<file path="src/rtl/fault_input_filter.sv">
// fault_input_filter: per-channel synchronizer, asymmetric debounce and chatter
// detection for raw fault lines ahead of the fault-latch inputs.
module fault_input_filter #(
  parameter int unsigned N_CH            = 8,
  parameter int unsigned CNT_W           = 8,
  parameter int unsigned ASSERT_CYCLES   = 16,
  parameter int unsigned DEASSERT_CYCLES = 64,
  parameter int unsigned CHATTER_LIMIT   = 4,
  parameter int unsigned ACTIVE_LOW      = 0
) (
  input  logic            clk,
  input  logic            reset,
  input  logic [N_CH-1:0] raw_in,
  input  logic            bypass,
  input  logic            chatter_clr,
  output logic [N_CH-1:0] filt_out,
  output logic [N_CH-1:0] filt_rise,
  output logic [N_CH-1:0] chatter_flag,
  output logic            any_chatter
);

  localparam logic [CNT_W-1:0] ASSERT_C   = CNT_W'(ASSERT_CYCLES);
  localparam logic [CNT_W-1:0] DEASSERT_C = CNT_W'(DEASSERT_CYCLES);
  localparam logic [CNT_W-1:0] CNT_ONE    = CNT_W'(1);
  localparam logic [3:0]       LIMIT_C    = 4'(CHATTER_LIMIT);
  localparam logic             POL        = 1'(ACTIVE_LOW);
  // Single-sample thresholds skip the qualification states entirely.
  localparam logic             ASSERT_ONE   = (ASSERT_CYCLES == 1);
  localparam logic             DEASSERT_ONE = (DEASSERT_CYCLES == 1);

  typedef enum logic [1:0] {
    ST_LOW     = 2'd0,
    ST_QUAL_HI = 2'd1,
    ST_HIGH    = 2'd2,
    ST_QUAL_LO = 2'd3
  } state_t;

  logic [N_CH-1:0] x;
  logic [N_CH-1:0] s1;
  logic [N_CH-1:0] s2;
  logic [N_CH-1:0] flag_nxt;

  // Normalise polarity so everything downstream is active-high.
  assign x = raw_in ^ {N_CH{POL}};

  // Two-flop synchronizer; reset value is the inactive level.
  always_ff @(posedge clk) begin
    if (reset) begin
      s1 <= '0;
      s2 <= '0;
    end else begin
      s1 <= x;
      s2 <= s1;
    end
  end

  for (genvar i = 0; i < int'(N_CH); i++) begin : g_ch
    state_t           state;
    logic [CNT_W-1:0] cnt;
    logic [CNT_W-1:0] cnt_inc;
    logic [3:0]       ab_cnt;
    logic [3:0]       ab_nxt;
    logic             hi_c;
    logic             abort_c;
    logic             out_c;
    logic             flg_nxt;
    logic             fo;
    logic             fr;
    logic             flag;

    assign cnt_inc = cnt + CNT_ONE;

    // Decode of the filtered level after this edge and of aborted qualifications.
    always_comb begin
      hi_c    = 1'b0;
      abort_c = 1'b0;
      case (state)
        ST_LOW: begin
          hi_c = s2[i] & ASSERT_ONE;
        end
        ST_QUAL_HI: begin
          hi_c    = s2[i] & (cnt_inc == ASSERT_C);
          abort_c = ~s2[i];
        end
        ST_HIGH: begin
          hi_c = s2[i] | ~DEASSERT_ONE;
        end
        ST_QUAL_LO: begin
          hi_c    = s2[i] | (cnt_inc != DEASSERT_C);
          abort_c = s2[i];
        end
        default: begin
          hi_c    = 1'b0;
          abort_c = 1'b0;
        end
      endcase
    end

    // Debounce FSM; the compare against the threshold ends qualification before cnt can wrap.
    always_ff @(posedge clk) begin
      if (reset) begin
        state <= ST_LOW;
        cnt   <= '0;
      end else begin
        case (state)
          ST_LOW: begin
            if (s2[i]) begin
              if (ASSERT_ONE) begin
                state <= ST_HIGH;
                cnt   <= '0;
              end else begin
                state <= ST_QUAL_HI;
                cnt   <= CNT_ONE;
              end
            end
          end
          ST_QUAL_HI: begin
            if (s2[i]) begin
              if (cnt_inc == ASSERT_C) begin
                state <= ST_HIGH;
                cnt   <= '0;
              end else begin
                cnt <= cnt_inc;
              end
            end else begin
              state <= ST_LOW;
              cnt   <= '0;
            end
          end
          ST_HIGH: begin
            if (!s2[i]) begin
              if (DEASSERT_ONE) begin
                state <= ST_LOW;
                cnt   <= '0;
              end else begin
                state <= ST_QUAL_LO;
                cnt   <= CNT_ONE;
              end
            end
          end
          ST_QUAL_LO: begin
            if (!s2[i]) begin
              if (cnt_inc == DEASSERT_C) begin
                state <= ST_LOW;
                cnt   <= '0;
              end else begin
                cnt <= cnt_inc;
              end
            end else begin
              state <= ST_HIGH;
              cnt   <= '0;
            end
          end
          default: begin
            state <= ST_LOW;
            cnt   <= '0;
          end
        endcase
      end
    end

    // Bypass shows the synchronized line; the FSM keeps tracking underneath.
    assign out_c = bypass ? s2[i] : hi_c;

    // Registered filtered level and its rising-edge pulse.
    always_ff @(posedge clk) begin
      if (reset) begin
        fo <= 1'b0;
        fr <= 1'b0;
      end else begin
        fo <= out_c;
        fr <= out_c & ~fo;
      end
    end

    // Next abort count and sticky flag; a clear overrides a simultaneous abort.
    always_comb begin
      ab_nxt  = ab_cnt;
      flg_nxt = flag;
      if (chatter_clr) begin
        ab_nxt  = 4'd0;
        flg_nxt = 1'b0;
      end else if (abort_c) begin
        if (ab_cnt != 4'hF) begin
          ab_nxt = ab_cnt + 4'd1;
        end
        flg_nxt = flag | (ab_nxt >= LIMIT_C);
      end
    end

    // Chatter counter and flag registers.
    always_ff @(posedge clk) begin
      if (reset) begin
        ab_cnt <= 4'd0;
        flag   <= 1'b0;
      end else begin
        ab_cnt <= ab_nxt;
        flag   <= flg_nxt;
      end
    end

    assign filt_out[i]     = fo;
    assign filt_rise[i]    = fr;
    assign chatter_flag[i] = flag;
    assign flag_nxt[i]     = flg_nxt;
  end : g_ch

  // Registered OR of the flags, aligned with chatter_flag.
  always_ff @(posedge clk) begin
    if (reset) begin
      any_chatter <= 1'b0;
    end else begin
      any_chatter <= |flag_nxt;
    end
  end

endmodule

</file>
<file path="config.mk">
export PLATFORM = sky130hd
export DESIGN_NAME = fault_input_filter
export DESIGN_NICKNAME = d
export VERILOG_FILES = /design/src/rtl/fault_input_filter.sv
export SDC_FILE = /design/constraint.sdc
export NUM_CORES = 1
export LEC_CHECK = 0
export ABC_AREA = 1
export CAP_MARGIN = 30
export CORE_ASPECT_RATIO = 1.75
export CORE_MARGIN = 3
export CORE_UTILIZATION = 35
export CTS_CLUSTER_DIAMETER = 50
export CTS_CLUSTER_SIZE = 40
export DETAILED_ROUTE_END_ITERATION = 12
export PLACE_DENSITY_LB_ADDON = 0.3
export SYNTH_ARGS = -nofsm -noshare
export SYNTH_HDL_FRONTEND = slang
export SYNTH_SLANG_ARGS = --single-unit
export TNS_END_PERCENT = 1
</file>
<file path="constraint.sdc">
create_clock -name clk -period 1.9 [get_ports clk]
set_input_delay 0.38 -clock clk [delete_from_list [all_inputs] [get_ports clk]]
set_output_delay 0.38 -clock clk [all_outputs]
set_load 0.03 [all_outputs]
</file>
==> out/qor.yml, run 1 <==
global_routing:
  grt_use_total_pct: 15.2
  met1_usage_pct: 16.0
  antenna_found_initial: 0
  grt_max_degree: 62
  use_met3_pct: 2.92
  grt_pass1_wl_um: 34300
  grt.overflow.total: 0
  busiest_layer: "met2"
  grt_util_met2_pct: 28.7
  grt_pass1_vias: 7770
routing:
  drc: 0
  routed_via_density: 4.83
  vias: 8195
  dr.pass1.iters: 5
  drt_iter0_markers: 293
  wl_per_cell_um: 11.6
  ant_nets: 0
  wl_um: 19700
synth:
  synth.area.top_cells: "dfxtp_1 35%, nand2_1 15%, inv_1 8.4%, nor2_1 6.8%, nand3_1 5.8%"
  ys_ff_latch: 153
  yosysSeqAreaShare_pct: 35.2
  syn_area_um2: 8710
  ys_types: 35
  synth_top_area_share_pct: 35.2
  synth_fp_nets: 1371
  syn_inst: 1340
  avgSynthCellArea_um2: 6.50
  synth_top_area_cell: "dfxtp_1"
  yosysWarningCount: 0
power_and_ir_drop:
  ir_drop_mv: 0.545
  p_leak_nw: 4.52
  combPwrFrac_pct: 5.8
  switchingPower_w: 0.00162
  p_int_w: 0.00543
  powerDensity_nw_per_um2: 705
  pwr-share-clk_pct: 47.3
  seqPwrFrac_pct: 46.9
  p_sw_share_pct: 23.0
worst_setup_path:
  arrival_ps: 1470
  cp_num_buf_inv: 1
  start_kind: "flop"
  r2r_setup_slack_ps: 190
  cp_max_fo: 1
  critical_path.cell_chain: "clkdlybuf4s50_1"
  worstSetupPathType: "flop to output pin"
  slowest_stage: "clkdlybuf4s50_1"
  critical-path-top-delay-family: "buffers and inverters"
  critPathCaptureType: "output pin"
  critPathMaxStageDelay_ps: 680
  worstPathRequired_ps: 1520
timing:
  skew_ps: 8.06
  max_clock_freq_ghz: 0.540
  finalSetupViolCount: 0
  rsz0062_at_grt: "yes"
  slew_headroom_pct: 65.9
  fin_ws_ps: 48.7
  period_minus_slack_ps: 1850
  finalSetupTns_ps: 0
  min_period_over_period_pct: 97.4
  final-hold-violation-count: 0
  slew_violations: 0
  worstMarginPinSlew_ps: 507
place:
  port_buffers: 36
  dp_slack_ps: 166
  dpl_cell_area_um2: 9400
  hpwl_um: 15000
  gp_congestion: 0.869
die:
  core-area_um2: 24200
  fp-row-count: 75
  io_pins: 37
  start_util_pct: 36.0
  dieArea_um2: 26900
  die_x_um: 125
  die_height_um: 215
finish:
  stdcell_area_um2: 10000
  layout-drive-gt1-share_pct: 9.81
  seqCellArea_um2: 3070
  num_antenna_cells: 0
  finalNetCount: 1407
  fillers: 2572
  multiInputGateArea_um2: 4600
  syn2layout_area_growth_pct: 14.8
clock_tree:
  clk_latency_ps: 440
  cts-root-buf: "clkbuf_16"
  clkTransAtPathRegs_ps: 60
  postCtsHoldBufs: 0
  cts_tree: "built"
  post_cts.repair.setup_buffers: 0
  cts.path.max_buffers: 2
  cts_made_buffers: 17
  htreeDepth: 4
  cts_sinks: 153
hold_path:
  worstHoldPathType: "flop to flop"
status:
  status: "finished clean"
job:
  cap_viol_max_count: 0
[layer usage]
layer | share of wire [%] | vias up | routed length [µm]
li1 | - | 4328 | -
met1 | 42 | 3724 | 8200
met2 | 54 | 113 | 10600
met3 | 2.8 | 30 | 545
met4 | 2.1 | 0 | 416
met5 | 0 | - | 0
[cells in the mapped netlist]
library cell / n
nand2_1: 347
inv_1: 194
nor2_1: 157
dfxtp_1: 153
nand3_1: 101
a21oi_1: 78
o21ai_0: 46
nand4_1: 40
o211ai_1: 29
buf_4: 25
nand2_2: 23
ha_1: 19
nor3_1: 18
nand3_2: 16
clkbuf_1: 12
nor2_2: 12
o21ai_1: 11
xor2_1: 11
buf_2: 10
nand3b_1: 8
nor2_4: 5
inv_2: 4
clkbuf_2: 3
clkinv_1: 3
nor3_2: 3
o31ai_1: 3
a21o_1: 1
and3b_1: 1
buf_1: 1
nor3b_2: 1
o21a_1: 1
o21bai_1: 1
or2_1: 1
xnor2_1: 1
xor2_2: 1
[state kept, by name, indices dropped and copies added, names as in the netlist, named ones only]
register and cells:
g_ch.flag 8, g_ch.fo 8, any_chatter 1, g_ch.ab_cnt 31, g_ch.cnt 64, g_ch.state 8
g_ch.fr 8, s1 8, s2 8
[power by group through the flow]
stage / combinational, W / clock (W) / sequential (W)
finish: 0.000412 / 0.00334 / 0.00330
global route: 0.000468 / 0.00356 / 0.00331
CTS: 0.000418 / 0.00344 / 0.00330
detailed placement: 0.000418 / 0 / 0.00337
global placement: 0.000416 / 0 / 0.00337
floorplan: 0.000262 / 0 / 0.00336
[layout by cell type, fill, tap and decap left out, types with 2 or more instances in the layout]
master / count
nand2_2: 23
clkdlybuf4s50_1: 30
dfxtp_1: 145
ha_1: 17
nand3b_1: 8
clkbuf_16: 17
o21ai_0: 45
clkbuf_1: 4
inv_2: 5
o31ai_1: 3
dlymetal6s2s_1: 4
inv_1: 194
nor2_4: 5
xor2_1: 11
nor3_2: 3
nand3_2: 17
bufinv_16: 2
o211ai_1: 29
clkinv_1: 2
clkbuf_8: 3
buf_4: 31
nand4_1: 40
nand2_1: 347
nor3_1: 18
nor2_2: 12
nor2_1: 157
ha_2: 2
a21oi_1: 78
nand3_1: 100
dfxtp_2: 8
o21ai_1: 12
[repair_timing]
item | in CTS | in global routing
endpoints found under the setup margin | 1 | 19
endpoints found under the hold margin | 0 | 0
gates resized for setup | 1 | 16
[cell type report]
| type | instances | share of cell area, % |
|---|---|---|
| Multi-Input combinational cell | 935 | 46.0 |
| Sequential cell | 153 | 30.7 |
| Inverter | 201 | 7.55 |
| Timing Repair Buffer | 68 | 6.17 |
| Clock buffer | 24 | 4.82 |
| Tap cell | 308 | 3.85 |
| Clock inverter | 6 | 0.901 |
[cell families after synthesis]
group,synth area share (%)
xor gates and xnor gates,1.39
and+or+nand+nor,37.8
adders and majority gates,2.73
DFF,35.2
buffers and inverters,12.1
AOI/OAI and AO/OA,10.8
[through the flow]
stage / instances / hold WS [ps] / utilization, % / power [W]
after global routing: 1695 / 421 / 41.3 / 0.00734
after floorplan: 1340 / 388 / - / 0.00362
after CTS: 1695 / 404 / 41.2 / 0.00716
after detailed placement: 1665 / 395 / 38.8 / 0.00379
final: 1695 / 400 / 41.3 / 0.00705
after global placement: 1665 / 391 / 38.8 / 0.00379
[final timing paths]
path / startpoint / to / cells past startpoint
setup / recovery: g_ch[3].fr / filt_rise[3] / 1
hold / removal: s1[4] / s2[4] / 2
setup reg to reg: g_ch[7].cnt[1] / g_ch[7].fr / 14
hold reg to reg: s1[4] / s2[4] / 2
No activity file was read; power rests on OpenSTA's default activity.
==> inputs of run 2 (changes only) <==
Settings changed: TNS_END_PERCENT 1 to 10.
==> results of run 2 <==
No change in the layout: final DEF, timing and power equal those of run 1.
==> inputs of run 3 (changes only) <==
Settings changed: CORE_MARGIN 3 to unset, SLEW_MARGIN set to 5.
Clock period 1.9 ns to 2.25 ns, I/O delays scaled along.
==> out/qor.yml, run 3 (synthesized netlist as in run 1, its figures left out) <==
status:
  status: "finished clean"
finish:
  largest_reg_flops: 64  # unchanged
  top_regs: "g_ch.cnt: 64 flops, g_ch.ab_cnt: 31 flops"
  syn2layout_area_growth_pct: 12.8
  layout-drive-gt1-share_pct: 8.11  # -1.7 points
  num_antenna_cells: 0  # unchanged
  stdcell_area_um2: 9820  # -1.8%
  fillers: 2619  # +1.8%
  final_common_cell: "nand2_1"
  layout_common_cells: "347 x nand2_1, 194 x inv_1, 157 x nor2_1, 153 x dfxtp_1, 101 x nand3_1"
  top_register: "g_ch.cnt"
  finalNetCount: 1387  # -1.4%
clock_tree:
  cts-root-buf: "clkbuf_16"
  cts.path.max_buffers: 2  # unchanged
  clk_latency_ps: 440  # about the same
  cts_sinks: 153  # unchanged
  cts_made_buffers: 17  # unchanged
  cts_resized: 0  # -1
  post_cts.repair.setup_buffers: 0  # unchanged
  clkTransAtPathRegs_ps: 60  # about the same
  htreeDepth: 4  # unchanged
  cts_tree: "built"
  postCtsHoldBufs: 0  # unchanged
routing:
  drt_iter0_markers: 340  # +16%
  drc: 0  # unchanged
  wl_per_cell_um: 11.6  # -0.18%
  vias: 8031  # -2.0%
  wl_um: 19500  # -1.0%
  routed_via_density: 4.78  # -1.2%
  dr.pass1.iters: 6  # +1
  ant_nets: 0  # unchanged
die:
  die_x_um: 121  # -3.2%
  fp-row-count: 76  # +1.3%
  io_pins: 37  # unchanged
  dieArea_um2: 25500  # -5.0%
  core-area_um2: 24500  # +1.3%
  start_util_pct: 35.5  # -0.47 points
  die_height_um: 211  # -1.9%
power_and_ir_drop:
  p_int_w: 0.00440  # -19%
  ir_drop_mv: 0.463  # -15%
  p_leak_nw: 4.34  # -4.1%
  switchingPower_w: 0.00146  # -10%
  p_sw_share_pct: 24.9  # +1.8 points
  combPwrFrac_pct: 5.3  # -0.5 points
  pwr-share-clk_pct: 46.9  # -0.4 points
  seqPwrFrac_pct: 47.8  # +0.9 points
  powerDensity_nw_per_um2: 597  # -15%
global_routing:
  grt_use_total_pct: 16.4  # +1.2 points
  grt_pass1_vias: 7636  # -1.7%
  grt_pass1_wl_um: 33400  # -2.5%
  grt_max_degree: 37  # -40%
  grt.overflow.total: 0  # unchanged
  antenna_found_initial: 0  # unchanged
job:
  cap_viol_max_count: 0  # unchanged
worst_setup_path:
  critPathMaxStageDelay_ps: 690  # about the same
  start_kind: "flop"
  worstPathRequired_ps: 1800  # +280 ps
  cp_max_fo: 2  # +1
  cp_num_buf_inv: 1  # unchanged
  worstSetupPathType: "flop to output pin"
  r2r_start: "g_ch[2].cnt[0]"
  r2r_setup_slack_ps: 340  # +150 ps
  arrival_ps: 1480  # about the same
  critical_path.cell_chain: "clkdlybuf4s50_1"
  critPathCaptureType: "output pin"
  slowest_stage: "clkdlybuf4s50_1"
  r2r_end: "g_ch[2].fr"
  critical-path-top-delay-family: "buffers and inverters"
  ff2ff_path_depth: 14  # unchanged
place:
  hpwl_um: 14800  # -1.1%
  port_buffers: 36  # unchanged
  gp_congestion: 0.882  # +1.6%
  dpl_cell_area_um2: 9250  # -1.5%
timing:
  period_minus_slack_ps: 1930
  slew_violations: 0  # unchanged
  rsz0062_at_grt: "no"
  finalSetupTns_ps: 0  # unchanged
  min_period_over_period_pct: 86.0
  skew_ps: 7.48  # -0.576 ps
  final-hold-violation-count: 0  # unchanged
  max_clock_freq_ghz: 0.517
  finalSetupViolCount: 0  # unchanged
  slew_headroom_pct: 63.7  # -2.3 points
  worstMarginPinSlew_ps: 541  # +33.6 ps
hold_path:
  hp-start: "s1[2]"
  worstHoldPathType: "flop to flop"
  hold_depth: 2  # unchanged
  whs_endpoint: "s2[2]"
-- run 3: final cells by class --
| cell class | count | area, µm² | share of cell area [%] |
|---|---|---|---|
| inverters | 201 | 754 | 7.68 |
| well taps | 312 | 390 | 3.98 |
| clock buffers | 18 | 439 | 4.47 |
| flip-flops and latches | 153 | 3060 | 31.2 |
| multi-input cells | 935 | 4590 | 46.7 |
| clock inverters | 14 | 126 | 1.29 |
| repair buffers | 48 | 458 | 4.66 |
-- run 3: through the flow --
| step | util [%] | std cells | setup slack [ps] | power, W | hold slack, ps |
|---|---|---|---|---|---|
| final | 40.0 | 1681 | 315 | 0.00586 | 395 |
| after global routing | 40.0 | 1681 | 69.1 | 0.00611 | 426 |
| after CTS | 40.0 | 1681 | 276 | 0.00595 | 402 |
| after detailed placement | 37.7 | 1649 | 343 | 0.00318 | 398 |
| after global placement | 37.7 | 1649 | 345 | 0.00318 | 394 |
| after floorplan | - | 1340 | 681 | 0.00306 | 388 |
-- run 3: how the worst max path moves through the flow --
stage,startpoint,endpoint,slack (ps),cells after the start
floorplan,g_ch[1].cnt[0],g_ch[1].fo,680,14
global route,g_ch[2].cnt[0],g_ch[2].fo,70,14
detailed placement,g_ch[2].cnt[0],g_ch[2].fr,340,14
global placement,g_ch[2].cnt[0],g_ch[2].fr,350,14
finish,g_ch[7].flag,chatter_flag[7],320,1
CTS,g_ch[7].flag,chatter_flag[7],280,1
-- run 3: tightest hold or removal path, stage by stage (launching register included) --
cell,delay (ps)
dfxtp_1,290
inv_1,40
nor2_1,30
-- run 3: power groups by stage --
stage / Sequential, W / Clock (W) / Combinational (W)
6_report: 0.00280 / 0.00275 / 0.000313
5_1_grt: 0.00281 / 0.00295 / 0.000356
4_1_cts: 0.00280 / 0.00284 / 0.000317
3_5_place_dp: 0.00286 / 0 / 0.000317
3_3_place_gp: 0.00286 / 0 / 0.000316
2_1_floorplan: 0.00284 / 0 / 0.000221
-- run 3: layer usage --
metal / GRT usage (%) / part of all wire [%]
met1: 17.1 / 42
met2: 30.7 / 52
met3: 3.54 / 2.8
met4: 7.19 / 2.4
met5: 0 / 0
